### config.mk
export PLATFORM = sky130hd
export DESIGN_NAME = mem_arbiter
export DESIGN_NICKNAME = d
export VERILOG_FILES = /design/src/rtl/mem_arbiter.sv
export SDC_FILE = /design/constraint.sdc
export NUM_CORES = 1
export LEC_CHECK = 0
export ABC_AREA = 1
export BUFFER_PORTS_ARGS = -buffer_cell sky130_fd_sc_hd__buf_2
export CAP_MARGIN = 10
export CORE_ASPECT_RATIO = 0.6
export CORE_UTILIZATION = 48
export CTS_BUF_LIST = sky130_fd_sc_hd__clkbuf_8
export DETAILED_ROUTE_END_ITERATION = 12
export HOLD_SLACK_MARGIN = 0.15
export PLACE_DENSITY = 0.89
export SKIP_LAST_GASP = 1
export SLEW_MARGIN = 20
export SYNTH_ARGS = -nofsm -noshare
export SYNTH_HDL_FRONTEND = slang
export SYNTH_SLANG_ARGS = --single-unit
### constraint.sdc
create_clock -name clk -period 1.9 [get_ports clk]
set_input_delay 0 -clock clk [delete_from_list [all_inputs] [get_ports clk]]
set_output_delay 0 -clock clk [all_outputs]
set_load 0.02 [all_outputs]
### src/rtl/mem_arbiter.sv
// mem_arbiter: shares one single-ported, registered-read memory between the fetch and data ports.
// Define MEM_ARB_SUBWORD_EN to add byte/halfword accesses, with sub-word stores done as read-modify-write.
module mem_arbiter #(
  parameter int STARVE_LIMIT = 4
) (
  input  logic        clk,
  input  logic        rst_n,
  input  logic        if_req,
  input  logic [31:0] if_addr,
  output logic [31:0] if_rdata,
  output logic        if_ack,
  input  logic        d_req,
  input  logic        d_we,
  input  logic [1:0]  d_size,
  input  logic [31:0] d_addr,
  input  logic [31:0] d_wdata,
  output logic [31:0] d_rdata,
  output logic        d_ack,
  output logic        mem_read,
  output logic        mem_write,
  output logic [31:0] mem_addr,
  output logic [31:0] mem_wdata,
  input  logic [31:0] mem_rdata
);

  localparam int CW = $clog2(STARVE_LIMIT + 1);
  localparam logic [CW-1:0] LIMIT = CW'(STARVE_LIMIT);

  typedef enum logic [2:0] {
    IDLE     = 3'd0,
    READ     = 3'd1,
    WAIT     = 3'd2,
    WRITE    = 3'd3,
`ifdef MEM_ARB_SUBWORD_EN
    RMW_RD   = 3'd4,
    RMW_WAIT = 3'd5,
`endif
    DONE     = 3'd6
  } state_t;

  typedef enum logic [1:0] {
    OWN_NONE  = 2'd0,
    OWN_FETCH = 2'd1,
    OWN_DATA  = 2'd2
  } owner_t;

  state_t        state, state_nxt;
  owner_t        owner;
  logic [CW-1:0] starve_cnt;
  logic [31:0]   addr_q, mwdata_q, if_rdata_q, d_rdata_q;
  logic          grant_data, grant_fetch;

  // Data has priority unless fetch has already been passed over STARVE_LIMIT times in a row.
  assign grant_data  = d_req && !(if_req && starve_cnt == LIMIT);
  assign grant_fetch = if_req && !grant_data;

`ifdef MEM_ARB_SUBWORD_EN
  logic [15:0] wdata_q;
  logic [1:0]  size_q, off_q;
  logic [4:0]  lane_sh;
  logic [31:0] lane_mask, rd_value, merged;

  // Big-endian lanes: byte offset 0 is the top byte, halfword offset 0 the top half.
  assign lane_sh   = size_q[0] ? (off_q[1] ? 5'd0 : 5'd16) : {2'd3 - off_q, 3'b000};
  assign lane_mask = size_q[0] ? 32'h0000_FFFF : 32'h0000_00FF;
  assign rd_value  = size_q[1] ? mem_rdata : ((mem_rdata >> lane_sh) & lane_mask);
  assign merged    = (mem_rdata & ~(lane_mask << lane_sh))
                   | (({16'h0000, wdata_q} & lane_mask) << lane_sh);
  assign mem_read  = (state == READ) || (state == RMW_RD);
`else
  logic unused_size;
  assign unused_size = ^d_size;
  assign mem_read    = (state == READ);
`endif

  assign mem_write = (state == WRITE);
  assign mem_addr  = addr_q;
  assign mem_wdata = mwdata_q;
  assign if_ack    = (state == DONE) && (owner == OWN_FETCH);
  assign d_ack     = (state == DONE) && (owner == OWN_DATA);
  assign if_rdata  = if_rdata_q;
  assign d_rdata   = d_rdata_q;

  always_comb begin
    state_nxt = state;
    case (state)
      IDLE: begin
        if (grant_data) begin
          if (!d_we)
            state_nxt = READ;
`ifdef MEM_ARB_SUBWORD_EN
          else if (!d_size[1])
            state_nxt = RMW_RD;
`endif
          else
            state_nxt = WRITE;
        end else if (grant_fetch) begin
          state_nxt = READ;
        end
      end
      READ:     state_nxt = WAIT;
      WAIT:     state_nxt = DONE;
      WRITE:    state_nxt = DONE;
`ifdef MEM_ARB_SUBWORD_EN
      RMW_RD:   state_nxt = RMW_WAIT;
      RMW_WAIT: state_nxt = WRITE;
`endif
      DONE:     state_nxt = IDLE;
      default:  state_nxt = IDLE;
    endcase
  end

  // mem_wdata only moves when a write is about to happen, so it holds its last value otherwise.
  always_ff @(posedge clk) begin
    if (!rst_n) begin
      state      <= IDLE;
      owner      <= OWN_NONE;
      starve_cnt <= '0;
      addr_q     <= '0;
      mwdata_q   <= '0;
      if_rdata_q <= '0;
      d_rdata_q  <= '0;
`ifdef MEM_ARB_SUBWORD_EN
      wdata_q    <= '0;
      size_q     <= '0;
      off_q      <= '0;
`endif
    end else begin
      state <= state_nxt;
      case (state)
        IDLE: begin
          if (!if_req || grant_fetch)
            starve_cnt <= '0;
          else if (grant_data && starve_cnt != LIMIT)
            starve_cnt <= starve_cnt + 1'b1;
          if (grant_data) begin
            owner <= OWN_DATA;
`ifdef MEM_ARB_SUBWORD_EN
            wdata_q <= d_wdata[15:0];
            size_q  <= d_size;
            off_q   <= d_addr[1:0];
            addr_q  <= d_size[1] ? d_addr : {d_addr[31:2], 2'b00};
            if (d_we && d_size[1])
              mwdata_q <= d_wdata;
`else
            addr_q <= d_addr;
            if (d_we)
              mwdata_q <= d_wdata;
`endif
          end else if (grant_fetch) begin
            owner  <= OWN_FETCH;
            addr_q <= if_addr;
          end
        end
        WAIT: begin
          if (owner == OWN_FETCH)
            if_rdata_q <= mem_rdata;
          else
`ifdef MEM_ARB_SUBWORD_EN
            d_rdata_q <= rd_value;
`else
            d_rdata_q <= mem_rdata;
`endif
        end
`ifdef MEM_ARB_SUBWORD_EN
        RMW_WAIT: mwdata_q <= merged;
`endif
        DONE:    owner <= OWN_NONE;
        default: ;
      endcase
    end
  end

endmodule

After elaboration in Yosys (flattened, before gate mapping). Cells that the tools add are included.

Add/sub/neg operators: 1. Eq/ne operators: 9. Muxes and demuxes: 11. Bitwise logic cells: 1. Reduce and logical (&&, ||, !) cells: 21.

Operators with widths (number): 32-bit 2-to-1 mux (2); 3-bit 2-to-1 mux (4); 2-bit AND reduction (5); 3-bit case mux with 3 select lines (1); 3-bit by 2-bit equality test with 1-bit output, second input constant (2); 3-bit equality test, second input constant (2); 1-bit logical AND (6); 2-bit 2-to-1 mux (3); 3-bit inequality test, second input constant (2); 2-bit nonzero test (3); 2-bit case mux with 2 select lines (1); 3-bit by 1-bit adder with 3-bit output, second input constant (1); 3-bit by 1-bit equality test with 1-bit output, second input constant (1); 1-bit logical NOT (3); 3-bit logical NOT (1); 3-bit AND reduction (1); 2-bit by 1-bit equality test with 1-bit output, second input constant (1); 2-bit equality test, second input constant (1); 2-bit OR reduction (1); 1-bit logical OR (1); 1-bit inverter (1).

Register bits after elaboration: 136. Input bits: 135. Output and inout port bits: 132. Word-level logic and storage cells: 50.

Longest topological paths before layout. Gate-level depths: netlist of run 1.

Depth in word-level cells: 9. Depth in mapped cells: 10. Gate-level depth less buffers: 9.

Worst setup path after synthesis of run 1. No wires, ideal clock.

Path type: register to register. Start point: register starve_cnt[0]. End point: register mwdata_q[12] (netlist: mem_wdata[12]). Setup time: 0.113 ns. Arrival time: 1.276 ns. Required time: 1.787 ns. Path slack: 0.511 ns. Cell stages (with the launch flop): 11. Buffers on the path: 2. Clock period less this slack: 1.389 ns. Cell sequence: dfxtp_1 > inv_1 > ha_1 > nand3_2 > nand3_1 > nor2_2 > buf_6 > buf_6 > nand2_1 > nand2_1 > nor2_1.

Cells in the longest elaborated chain, start to end: 5.

Ends and longest elaborated chain: from (decl) (RTL line 49) `logic [CW-1:0] starve_cnt;`; from (signal assigned) (RTL line 135) `starve_cnt <= starve_cnt + 1'b1;`; 3-bit equality test (RTL line 54) `assign grant_data = d_req && !(if_req && starve_cnt == LIMIT);`; 1-bit logical AND (RTL line 54); 1-bit logical NOT (RTL line 54); 1-bit logical AND (RTL line 54); 3-bit AND reduction (no line); to (signal assigned) (RTL line 148) `mwdata_q <= d_wdata;`; to (decl) (RTL line 50) `logic [31:0] addr_q, mwdata_q, if_rdata_q, d_rdata_q;`.

Every way passes these cells. A chain may end at the register's enable or synchronous reset.

Final worst setup path of run 1.
Start point: register state[1]. End point: register d_rdata_q[13] (netlist: d_rdata[13]).

Cells in the longest elaborated chain, start to end: 2.

Ends and longest elaborated chain: from (decl) (RTL line 47) `state_t state, state_nxt;`; from (signal assigned) (RTL line 129) `state <= state_nxt;`; 3-bit by 2-bit equality test with 1-bit output (RTL line 130) `case (state)`; 2-bit AND reduction (no line); to (signal assigned) (RTL line 162) `d_rdata_q <= mem_rdata;`; to (decl) (RTL line 50).

Every way passes these cells.

==> results.ini, run 1 <==
[worst_setup_path]
timing.critical_path.max_delay_family = buffers and inverters
critPathMaxFanout = 20
critPathBufInv = 2
max_stage_delay_ns = 0.59
critPathSlowestCell = sky130_fd_sc_hd__dlygate4sd3_1
cp.arrival_ns = 2.17
worstPathCellList = inv_2 > nor3_4 > nand2_4 > o21ai_0 > dlygate4sd3_1 > nor2_1
cp-end-kind = register
cp_num_cells = 6
critical_path.reg2reg.startpoint = state[1]
critical_path_class = reg2reg
cp_data_required_time_ns = 2.24
start_kind = register
critical_path.startpoint = state[1]
r2r_cells = 6

[finish]
layout-area-overhead-vs-synth_pct = 55.1
mostFrequentLayoutCells = sky130_fd_sc_hd__buf_2, sky130_fd_sc_hd__nor2_1, sky130_fd_sc_hd__nand2_1, sky130_fd_sc_hd__dfxtp_1, sky130_fd_sc_hd__dlygate4sd3_1
layout_commonest_cell = sky130_fd_sc_hd__buf_2
fillerInstances = 730
final_net_count = 1337
layout-drive-gt1-share = 0.265

[floorplanning]
design.core.area_mm2 = 0.0114
placementRows = 30
die_outline_width_um = 143
io-pin-count = 267
die_height_um = 86.3
fp.dieArea_mm2 = 0.0123
initial_utilization = 0.498

[clock_tree]
insertion_delay_ns = 0.43
max-clock-path-buffers = 2
cts_root_buf = sky130_fd_sc_hd__clkbuf_8
cts_sinks = 136
cts_post_setup_buffers_inserted = 0
htreeDepth = 4
clock_slew_seen_by_the_registers_of_the_worst_setup_and_hold_paths_ns = 0.09
cts_tree = done
cts_buffers = 17

[logic_synthesis]
seq_area_frac_synth = 0.479
synth.yosys.warnings = 0
synth_fp_nets = 956
synth-seq-cells = 136
post_synthesis_cell_area_mm2 = 0.00569
synth_top_area_frac = 0.479
post_synth_num_cell_types = 24
synth.avg_cell_area_um2 = 6.94
synth_area_leaders = sky130_fd_sc_hd__dfxtp_1, sky130_fd_sc_hd__nor2_1, sky130_fd_sc_hd__nand2_1, sky130_fd_sc_hd__inv_1, sky130_fd_sc_hd__nand3_1
synth_top_area_cell = sky130_fd_sc_hd__dfxtp_1
syn_inst = 819

[timing]
final_setup_violation_count = 0
aggregate_negative_setup_slack_ns = 0
period_minus_slack_ns = 1.83
max_transition_viols_final = 0
grt_setup_unrepaired = no
slew_headroom = 0.660
hold_violations = 0
fin_crit_sh = 0.961
tightestPinTransition_ns = 0.510
max_freq_mhz = 548
fin_worst_skew_ns = 0.0137
whs_ns = 0.210

[grt]
grt_start_max_net_pins = 66
grt_util_met1 = 0.375
grt_pass1_wl_um = 32000
global_route_track_usage_on_met2 = 0.567
gr-usage-all-layers = 0.333
number_of_antenna_violations_at_the_first_check_in_global_routing = 1
globalRouteMet3Util = 0.0939
first_global_vias = 6563
grt-busiest-layer = met2
globalRoute.totalOverflow = 0

[pwr]
static-leakage-power_nw = 4.60
power.density_cell_area_mw_per_mm2 = 913
ir_worst_vdd_v = 0.000506

[job]
max-cap-violations = 0

[routing]
finalWirelength_um = 21100
wl_per_cell_um = 15.3
number_of_design_rule_violations_left_after_detail_routing = 0
drt.antenna.violating_nets = 0
detail_route.first_pass.iterations = 5
detailedRoute.firstIterationViolations = 528
avgViaCountPerCell = 4.95
routed-via-count = 6796

[min_path]
number_of_cells_traversed_by_the_worst_hold_path = 6
hold_path_startpoint = d_we
min_path_type = in2reg

[placement]
port-buffer-count = 264
place_hpwl_um = 10800
gpl.final_weighted_congestion = 0.824

[run_status]
outcome = finished clean

==> final cells by class <==
class	count	area, um2	area share
well taps	160	200	0.0227
inverters	112	420	0.0477
flip-flops and latches	136	2720	0.309
diodes	1	2.50	0.000284
multi-input cells	522	2270	0.257
repair buffers	411	2810	0.318
clock inverters	15	166	0.0189
clock buffers	17	234	0.0265
==> sequential cells by signal (all words and copies together) (netlist names) <==
| name | flops |
|---|---|
| d_rdata | 32 |
| if_rdata | 32 |
| mem_addr | 32 |
| mem_wdata | 32 |
| starve_cnt | 3 |
| state | 3 |
| owner | 2 |
==> per-layer routing <==
metal / wire [um] / share of wire
met1: 8160 / 0.39
met2: 9940 / 0.47
met3: 2080 / 0.099
met4: 907 / 0.043
met5: 0 / 0
==> power by group <==
group / internal, W / total, W / leakage (nW) / switching (W)
Clock: 0.00119 / 0.00242 / 0.193 / 0.00123
Sequential: 0.00318 / 0.00336 / 1.11 / 0.000186
Combinational: 0.000872 / 0.00227 / 3.29 / 0.00140
==> through the flow <==
stage,area (um2),power (W),util,std cells,setup WS (ns)
3_3_place_gp,7080,0.00528,0.620,1208,0.398
6_report,8820,0.00806,0.773,1374,0.0740
2_1_floorplan,5690,0.00469,-,819,0.511
3_5_place_dp,7080,0.00534,0.620,1208,0.326
5_1_grt,8820,0.00843,0.773,1374,0.0142
4_1_cts,8810,0.00795,0.772,1373,0.0597
==> kinds of logic after synthesis <==
kind of cell,Yosys count,synth area share
AO/OA/AOI/OAI,100,0.0880
AND/OR/NAND/NOR,418,0.300
adder cells (fa/ha/maj),2,0.00440
buffers and inverters,161,0.125
XOR/XNOR,2,0.00308
flip-flops,136,0.479
==> timing repair <==
action / CTS / global route
endpoints found under the hold margin: 136 / 0
gates resized for setup: 0 / 2
setup endpoints to repair: 0 / 2
hold buffers: 133 / 0
==> final timing paths <==
| kind | endpoint | slack [ns] |
|---|---|---|
| worst max register to register | d_rdata[13] | 0.07 |
| worst min register to register | if_rdata[31] | 0.48 |
| worst max-delay path | d_rdata[13] | 0.07 |
| worst min-delay path | state[1] | 0.21 |
==> cells in the mapped netlist <==
cell / n
sky130_fd_sc_hd__a21oi_1: 35
sky130_fd_sc_hd__nor3_2: 1
sky130_fd_sc_hd__xnor2_1: 1
sky130_fd_sc_hd__inv_1: 108
sky130_fd_sc_hd__buf_4: 1
sky130_fd_sc_hd__buf_1: 2
sky130_fd_sc_hd__nor3_1: 3
sky130_fd_sc_hd__nor2_1: 200
sky130_fd_sc_hd__inv_2: 3
sky130_fd_sc_hd__buf_2: 12
sky130_fd_sc_hd__buf_6: 12
sky130_fd_sc_hd__nor2_2: 2
sky130_fd_sc_hd__nand3_1: 67
sky130_fd_sc_hd__nand3_2: 2
sky130_fd_sc_hd__clkinv_1: 1
sky130_fd_sc_hd__clkbuf_1: 22
sky130_fd_sc_hd__xor2_1: 1
sky130_fd_sc_hd__o21ai_0: 65
sky130_fd_sc_hd__ha_1: 2
sky130_fd_sc_hd__nor2_4: 2
sky130_fd_sc_hd__nand2_1: 138
sky130_fd_sc_hd__nand2_2: 2
sky130_fd_sc_hd__nand2_4: 1
sky130_fd_sc_hd__dfxtp_1: 136
==> worst register-to-register path, cell delays in order (launching register included) <==
cell,delay (ns)
sky130_fd_sc_hd__dfxtp_1,0.41
sky130_fd_sc_hd__inv_2,0.09
sky130_fd_sc_hd__nor3_4,0.19
sky130_fd_sc_hd__nand2_4,0.18
sky130_fd_sc_hd__o21ai_0,0.24
sky130_fd_sc_hd__dlygate4sd3_1,0.59
sky130_fd_sc_hd__nor2_1,0.04
(Power assumes the default switching activity.)
==> run 2, diff against run 1 <==
==> constraint.sdc (replaced) <==
create_clock -name clk -period 1.9 [get_ports clk]
set_input_delay 0.38 -clock clk [delete_from_list [all_inputs] [get_ports clk]]
set_output_delay 0.38 -clock clk [all_outputs]
set_load 0.02 [all_outputs]
==> results.ini, run 2 (synthesized netlist as in run 1, its figures left out) <==
[worst_setup_path]
critical_path_class = reg2out  ; was reg2reg
critPathMaxFanout = 4  ; was 20
r2r_cells = 9  ; was 6
cp.arrival_ns = 1.44  ; was 2.17 ns
timing.critical_path.mode_cell = sky130_fd_sc_hd__nor2_1
critical_path.startpoint = state[0]  ; was state[1]
cp-end-kind = output port  ; was register
timing.critical_path.max_delay_family = simple AND/OR/NAND/NOR gates  ; was buffers and inverters
cp_data_required_time_ns = 1.52  ; was 2.24 ns
r2r-end = mem_wdata[2]  ; was d_rdata[13]
worstPathCellList = nor2_1 > nand2_1 > nor2_1 > buf_2  ; was inv_2 > nor3_4 > nand2_4 > o21ai_0 > dlygate4sd3_1 > nor2_1
cp_num_cells = 4  ; was 6
critPathBufInv = 1  ; was 2
critical_path.reg2reg.startpoint = starve_cnt[0]  ; was state[1]
start_kind = register  ; unchanged
reg2reg_setup_slack_ns = 0.36  ; was 0.07 ns
max_stage_delay_ns = 0.37  ; was 0.59 ns
critPathSlowestCell = sky130_fd_sc_hd__dfxtp_1  ; was sky130_fd_sc_hd__dlygate4sd3_1
cp-endpoint = if_ack  ; was d_rdata[13]

[timing]
max_freq_mhz = 548  ; about the same
max_transition_viols_final = 0  ; unchanged
aggregate_negative_setup_slack_ns = 0  ; unchanged
slew_headroom = 0.676  ; was 0.660
grt_setup_unrepaired = no  ; unchanged
fin_crit_sh = 0.960  ; was 0.961
worst_slack_ns = 0.0751  ; was 0.0740 ns
tightestPinTransition_ns = 0.486  ; was 0.510 ns
hold_violations = 0  ; unchanged
final_setup_violation_count = 0  ; unchanged
fin_worst_skew_ns = 0.0139  ; was 0.0137 ns
period_minus_slack_ns = 1.82  ; was 1.83 ns

[grt]
number_of_antenna_violations_at_the_first_check_in_global_routing = 0  ; was 1
grt_pass1_wl_um = 23200  ; was 32000 um
globalRoute.totalOverflow = 0  ; unchanged
first_global_vias = 4966  ; was 6563
gr-usage-all-layers = 0.239  ; was 0.333
grt_start_max_net_pins = 66  ; unchanged

[clock_tree]
htreeDepth = 4  ; unchanged
cts_tree = done  ; unchanged
hold_buffers = 0  ; was 133
cts_sinks = 136  ; unchanged
cts_root_buf = sky130_fd_sc_hd__clkbuf_8  ; unchanged
insertion_delay_ns = 0.42  ; was 0.43 ns
max-clock-path-buffers = 2  ; unchanged
cts_buffers = 17  ; unchanged
clock_slew_seen_by_the_registers_of_the_worst_setup_and_hold_paths_ns = 0.09  ; about the same

[floorplanning]
design.core.area_mm2 = 0.0114  ; unchanged
die_outline_width_um = 143  ; unchanged
fp.dieArea_mm2 = 0.0123  ; unchanged
io-pin-count = 267  ; unchanged
die_height_um = 86.3  ; unchanged
initial_utilization = 0.498  ; unchanged
placementRows = 30  ; unchanged

[finish]
layout-area-overhead-vs-synth_pct = 31.6  ; was 55.1%
layout-drive-gt1-share = 0.302  ; was 0.265
layout_commonest_cell = sky130_fd_sc_hd__buf_2  ; unchanged
final_core_util = 0.656  ; was 0.773
fillerInstances = 1011  ; was 730
insertedDiodeCount = 0  ; was 1
final_net_count = 1206  ; was 1337
mostFrequentLayoutCells = sky130_fd_sc_hd__buf_2, sky130_fd_sc_hd__nor2_1, sky130_fd_sc_hd__nand2_1, sky130_fd_sc_hd__dfxtp_1, sky130_fd_sc_hd__inv_1  ; was sky130_fd_sc_hd__buf_2, sky130_fd_sc_hd__nor2_1, sky130_fd_sc_hd__nand2_1, sky130_fd_sc_hd__dfxtp_1, sky130_fd_sc_hd__dlygate4sd3_1

[routing]
number_of_design_rule_violations_left_after_detail_routing = 0  ; unchanged
wl_per_cell_um = 11.9  ; was 15.3 um
detail_route.first_pass.iterations = 4  ; was 5
avgViaCountPerCell = 4.64  ; was 4.95
finalWirelength_um = 14800  ; was 21100 um
drt.antenna.violating_nets = 0  ; unchanged
detailedRoute.firstIterationViolations = 232  ; was 528
routed-via-count = 5758  ; was 6796

[placement]
gpl.final_weighted_congestion = 0.840  ; was 0.824
place_hpwl_um = 10800  ; about the same
place_ws_ns = 0.339  ; was 0.326 ns
port-buffer-count = 264  ; unchanged

[job]
max-cap-violations = 0  ; unchanged

[pwr]
static-leakage-power_nw = 4.05  ; was 4.60 nW
post-layout-total-power_w = 0.00756  ; was 0.00806 W
ir_worst_vdd_v = 0.000606  ; was 0.000506 V
power.density_cell_area_mw_per_mm2 = 1010  ; was 913 mW/mm2

[run_status]
outcome = finished clean  ; unchanged

[min_path]
min_path_type = in2reg  ; unchanged

run 2: cell types whose count changed in the layout (fill, tap and decap cells not counted), moves of 2 or more:
cell                            change
sky130_fd_sc_hd__dlygate4sd3_1    -133
sky130_fd_sc_hd__buf_4              +4
sky130_fd_sc_hd__clkinv_4           +2
sky130_fd_sc_hd__clkinvlp_4         -2
run 2: worst min path at each step:
stage,endpoint,slack [ns],startpoint,depth (start not counted)
finish,if_rdata[24],0.21,mem_rdata[24],3
global route,d_rdata[23],0.20,mem_rdata[23],3
CTS,if_rdata[9],0.19,mem_rdata[9],3
detailed placement,d_rdata[15],0.47,d_rdata[15],2
global placement,d_rdata[21],0.46,d_rdata[21],2
floorplan,owner[1],0.46,owner[1],2
run 2: final cells by class:
| type | instances | area [um2] | share of cell area |
|---|---|---|---|
| flip-flops and latches | 136 | 2730 | 0.364 |
| multi-input cells | 522 | 2270 | 0.303 |
| repair buffers | 280 | 1480 | 0.198 |
| inverters | 112 | 420 | 0.0562 |
| clock buffers | 18 | 248 | 0.0331 |
| well taps | 160 | 200 | 0.0268 |
| clock inverters | 14 | 140 | 0.0187 |
run 2: routing by layer:
metal / GRT usage / vias to the layer above / part of all wire
li1: - / 2994 / -
met1: 0.294 / 2531 / 0.44
met2: 0.406 / 207 / 0.46
met3: 0.0646 / 26 / 0.074
met4: 0.0870 / 0 / 0.019
met5: 0 / - / 0
run 2: worst min-delay path, stage by stage:
cell and delay (ns):
sky130_fd_sc_hd__buf_2 0.08, sky130_fd_sc_hd__o21ai_0 0.07, sky130_fd_sc_hd__nor2_1 0.08
run 2: per-stage QoR:
step           hold slack, ns  instance area (um2)  std cells
3_3_place_gp            0.456                 7060       1208
4_1_cts                 0.188                 7480       1242
5_1_grt                 0.205                 7480       1242
6_report                0.214                 7480       1242
2_1_floorplan           0.457                 5690        819
3_5_place_dp            0.467                 7060       1208
run 2: report_power, final:
group / total, W / internal, W / leakage [nW] / switching [W]
registers: 0.00334 / 0.00318 / 1.11 / 0.000164
logic: 0.00193 / 0.000685 / 2.74 / 0.00124
clock network: 0.00229 / 0.00110 / 0.193 / 0.00119
run 2: timing repair:
action                                  4_1_cts  5_1_grt
endpoints found under the setup margin        1        1
gates cloned                                  0        0
buffers inserted                              2        0
pin swaps                                     1        1
gates resized for setup                       4        1
